**config.mk**
```make
export PLATFORM = sky130hd
export DESIGN_NAME = srl_fifo_ctrl
export DESIGN_NICKNAME = d
export VERILOG_FILES = /design/src/rtl/srl_fifo_pkg.sv /design/src/rtl/srl_fifo_shiftreg.sv /design/src/rtl/srl_fifo_ctrl.sv
export SDC_FILE = /design/constraint.sdc
export NUM_CORES = 1
export LEC_CHECK = 0
export ABC_AREA = 0
export BUFFER_PORTS_ARGS = -buffer_cell sky130_fd_sc_hd__buf_4
export CORE_MARGIN = 1.5
export CORE_UTILIZATION = 54
export CTS_CLUSTER_DIAMETER = 40
export DETAILED_ROUTE_END_ITERATION = 8
export PLACE_DENSITY = 0.85
export SYNTH_ARGS = -nofsm -noshare
export SYNTH_HDL_FRONTEND = slang
export SYNTH_HIERARCHICAL = 1
export SYNTH_SLANG_ARGS = --single-unit
```
**constraint.sdc**
```tcl
create_clock -name clk -period 4.6 [get_ports clk]
set_input_delay 0.92 -clock clk [delete_from_list [all_inputs] [get_ports clk]]
set_output_delay 0.92 -clock clk [all_outputs]
set_load 0.02 [all_outputs]
```
**src/rtl/srl_fifo_pkg.sv**
```systemverilog
// Shared definitions for the SRL-backed first-word-fall-through FIFO.
// Holds the width helper and the occupancy-state enum.
package srl_fifo_pkg;

    typedef enum logic [1:0] {EMPTY, PARTIAL, FULL} occ_state_e;

    function automatic int unsigned clog2(input int unsigned n);
        int unsigned r;
        r = 0;
        while ((64'd1 << r) < 64'(n)) begin
            r++;
        end
        return r;
    endfunction

    function automatic occ_state_e occ_state(input int unsigned count, input int unsigned depth);
        if (count == 0) begin
            return EMPTY;
        end
        if (count >= depth) begin
            return FULL;
        end
        return PARTIAL;
    endfunction

endpackage

```
**src/rtl/srl_fifo_shiftreg.sv**
```systemverilog
// Addressable shift register.
// A write shifts every slot up by one and loads din into slot 0; the read is combinational.
module srl_fifo_shiftreg #(
    parameter int unsigned DATA_WIDTH = 8,
    parameter int unsigned ADDR_WIDTH = 1
) (
    input  logic                  clk,
    input  logic                  we,
    input  logic [ADDR_WIDTH-1:0] addr,
    input  logic [DATA_WIDTH-1:0] din,
    output logic [DATA_WIDTH-1:0] dout
);

    // One slot per address so that every addr value selects real storage.
    localparam int unsigned Slots = 1 << ADDR_WIDTH;

    logic [DATA_WIDTH-1:0] mem [Slots];

    always_ff @(posedge clk) begin
        if (we) begin
            mem[0] <= din;
            for (int i = 1; i < Slots; i++) begin
                mem[i] <= mem[i-1];
            end
        end
    end

    assign dout = mem[addr];

endmodule

```
**src/rtl/srl_fifo_ctrl.sv**
```systemverilog
// First-word-fall-through FIFO built around the SRL.
// Tracks occupancy, the registered full/empty flags and the read address of the head entry.
module srl_fifo_ctrl
    import srl_fifo_pkg::*;
#(
    parameter int unsigned DATA_WIDTH = 8,
    parameter int unsigned DEPTH      = 2,
    parameter int unsigned ADDR_WIDTH = (DEPTH > 1) ? clog2(DEPTH) : 1,
    parameter int unsigned CNT_WIDTH  = clog2(DEPTH + 1)
) (
    input  logic                  clk,
    input  logic                  reset_n,
    input  logic                  if_write,
    input  logic [DATA_WIDTH-1:0] if_din,
    output logic                  if_full_n,
    input  logic                  if_read,
    output logic [DATA_WIDTH-1:0] if_dout,
    output logic                  if_empty_n,
    output logic [CNT_WIDTH-1:0]  if_num_data
);

    localparam logic [CNT_WIDTH-1:0]  CntOne  = CNT_WIDTH'(1);
    localparam logic [CNT_WIDTH-1:0]  CntFull = CNT_WIDTH'(DEPTH);
    localparam logic [ADDR_WIDTH-1:0] AddrOne = ADDR_WIDTH'(1);

    logic [CNT_WIDTH-1:0]  count_q, count_d;
    logic [ADDR_WIDTH-1:0] rd_addr_q, rd_addr_d;
    logic                  empty_n_q, empty_n_d;
    logic                  full_n_q, full_n_d;
    logic                  push, pop;

    assign push = if_write & full_n_q;
    assign pop  = if_read & empty_n_q;

    // rd_addr always tracks max(count-1, 0): the head sits at index count-1 of the SRL.
    always_comb begin
        count_d   = count_q;
        rd_addr_d = rd_addr_q;
        if (push && !pop) begin
            count_d = count_q + CntOne;
            if (count_q != '0) begin
                rd_addr_d = rd_addr_q + AddrOne;
            end
        end else if (pop && !push) begin
            count_d = count_q - CntOne;
            if (count_q != CntOne) begin
                rd_addr_d = rd_addr_q - AddrOne;
            end
        end
        empty_n_d = (count_d != '0);
        full_n_d  = (count_d != CntFull);
    end

    always_ff @(posedge clk or negedge reset_n) begin
        if (!reset_n) begin
            count_q   <= '0;
            rd_addr_q <= '0;
            empty_n_q <= 1'b0;
            full_n_q  <= 1'b1;
        end else begin
            count_q   <= count_d;
            rd_addr_q <= rd_addr_d;
            empty_n_q <= empty_n_d;
            full_n_q  <= full_n_d;
        end
    end

    srl_fifo_shiftreg #(
        .DATA_WIDTH (DATA_WIDTH),
        .ADDR_WIDTH (ADDR_WIDTH)
    ) u_srl (
        .clk  (clk),
        .we   (push),
        .addr (rd_addr_q),
        .din  (if_din),
        .dout (if_dout)
    );

    assign if_full_n   = full_n_q;
    assign if_empty_n  = empty_n_q;
    assign if_num_data = count_q;

endmodule

```
==> metrics <==
Ant. Diodes=0; initial antenna violation count=0; final setup TNS=0 ns; Slew Limit Fails=0; Post-Synth Simple-Gate Area=5.48%; Final setup viols=0; largest net degree at the start of global routing=18; Final nets=99; Final ANT Viol Nets=0; Initial Util=59.3%; DR WL/cell=14.1 um; Max Buffers Root-to-Sink=2; clock latency on the worst-skew pair=0.30 ns; total of max-cap violations=0; commonest cells after routing, fill and taps aside=23 x buf_4, 16 x edfxtp_1, 8 x mux2_4; yosys warns=6; Period minus WS final=2.38 ns; Cells after DPL=94; initial DRC count=16; Detailed Routing Iterations Pass 1=4; Root Driver=clkbuf_4; GRT Resource Usage Total=16.9%; Final Hold Fails=0; worst r2r src=if_full_n; CTS Sinks=21; gr ovfl total=0; share of cells above drive strength 1=45.1%; GPL Wtd Cong=0.695; crit path launch=rd_addr_q; synthesized instance count=56; Placement Cell Area=0.00109 mm^2; Synth Area in Compound Gates=4.66%; crit path kind=flip-flop to output port; Clock transition at path regs=0.11 ns; core area=0.00154 mm^2; Chip Width=44.1 um; Max VDD drop=0.376 mV; Mapped Area=913 um^2; xor/xnor cell area share of the yosys netlist=1.92%; power density over the cells=611 mW/mm^2; Routed WL=1390 um; die outline height=44.1 um; Leak Pwr=0.000490 uW; period utilisation layout=51.8%; finished layout cell area=0.00112 mm^2; Post-CTS Setup Bufs=0; commonest non-fill, non-tap cell in the layout=buf_4; Arr. time, crit path=1.46 ns; Final HPWL DP=1050 um; worst rel slew slack=58.4%; # port buffers=23; drt via density=5.20; vias in the first global route=495; CTS H-tree depth=1; worst clock skew=0.00424 ns; DRC=0; unrepaired setup endpoints after global routing=no; Worst-Margin Slew=0.623 ns; CTS hold repair buffers=0; Finished Layout Cells=98; TritonCTS clock tree=done; die area=0.00195 mm^2; multiplexer share of the synthesized area=13.2%; run status=finished, final reports clean; syn_nets=72; Synth Area in Adders=5.48%; Site Rows=14; fmax=420 MHz; flops & latches, synth=21; main combinational cell family by area after synthesis=multiplexers; Boundary Pins=24; Area Growth Syn to Fin=22.9%; vias=510; post-synthesis sequential area ratio=66.4%; Max Fanout on Critical Path=9; TritonCTS Buffers=3; first-pass GRT wire length=2210 um; Syn Area/Cell=16.3 um^2; CP startpoint kind=flip-flop; Synth cell types=21; CP endpoint kind=output port; CP required=3.68 ns; post_cts resized=0; Hold/Removal Path Class=input port to asynchronous set/reset pin
## cell type report
| cell class | instances | area [um^2] |
|---|---|---|
| clock buffer | 3 | 22.5 |
| clock inverter | 1 | 5.00 |
| fill | 121 | 419 |
| inverter | 4 | 15.0 |
| multi-input combinational | 30 | 280 |
| sequential | 21 | 607 |
| tap | 16 | 20.0 |
| timing repair buffer | 23 | 173 |
## final timing paths
kind / to / slack, ns / cells after the start
max: if_dout[6] / 2.22 / 2
max in group asynchronous: if_full_n / 4.00 / 1
min reg2reg: u_srl/mem[1][7] / 0.46 / 0
max reg2reg: if_full_n / 2.61 / 6
min: if_num_data[0] / 0.40 / 1
min in group clk: u_srl/mem[1][7] / 0.46 / 0
## synthesized netlist by cell type
master | number | area, um^2
ha_1 | 4 | 50.1
xor2_1 | 1 | 8.76
dfrtp_1 | 4 | 100
dfstp_2 | 1 | 26.3
xnor2_1 | 1 | 8.76
nand3b_1 | 1 | 7.51
o21ai_0 | 2 | 10.0
and2_1 | 1 | 6.26
nor2_1 | 1 | 3.75
inv_1 | 4 | 15.0
nor3_1 | 1 | 5.00
nand2b_1 | 1 | 6.26
nand2_1 | 4 | 15.0
a22oi_1 | 1 | 7.51
edfxtp_1 | 16 | 480
nor2b_1 | 1 | 6.26
a211oi_2 | 1 | 12.5
o211ai_1 | 1 | 7.51
buf_6 | 1 | 11.3
mux2_4 | 8 | 120
a21oi_1 | 1 | 5.00
## report_power, final
| group | internal, uW | switching (uW) | total (uW) | leakage [uW] |
|---|---|---|---|---|
| clock | 32.4 | 52.6 | 84.9 | 0.0000177 |
| sequential | 256 | 45.9 | 302 | 0.000211 |
| combinational | 154 | 145 | 298 | 0.000261 |
| total | 442 | 243 | 685 | 0.000490 |
## critical path: stages, from the launching register on
cell     delay (ns)
dfrtp_1        0.67
mux2_4         0.34
buf_4          0.16
## sequential cells by signal, indices dropped and copies added, names as in the netlist
signal and cells:
rd_addr_q 1, if_num_data 2, if_full_n 1, u_srl/mem 16
if_empty_n 1
## metal layers
| layer | vias up | global-route usage (%) | wire, um |
|---|---|---|---|
| met1 | 246 | 17.8 | 562 |
| li1 | 252 | - | - |
| met2 | 10 | 30.3 | 757 |
| met5 | - | 0 | 0 |
| met4 | 0 | 10.9 | 18 |
| met3 | 2 | 3.67 | 47 |
## logic make-up (layout without fill, tap and decap cells)
group                    count (synthesis)  after routing
flip-flops                              21             21
AND/OR/NAND/NOR                         10             10
multiplexers                             8              8
AO/OA/AOI/OAI                            6              6
buffers and inverters                    5             31
adder cells (fa/ha/maj)                  4              4
XOR/XNOR                                 2              2
## metrics by stage
step	utilization [%]	setup WS, ns	total power, uW	hold WS [ns]
4_1_cts	72.8	2.18	692	0.392
5_1_grt	72.8	2.12	728	0.377
2_1_floorplan	-	2.47	511	0.427
3_5_place_dp	71.0	2.11	608	0.438
3_3_place_gp	71.0	2.23	596	0.437
6_report	72.8	2.22	685	0.399
(Power assumes the default switching activity.)
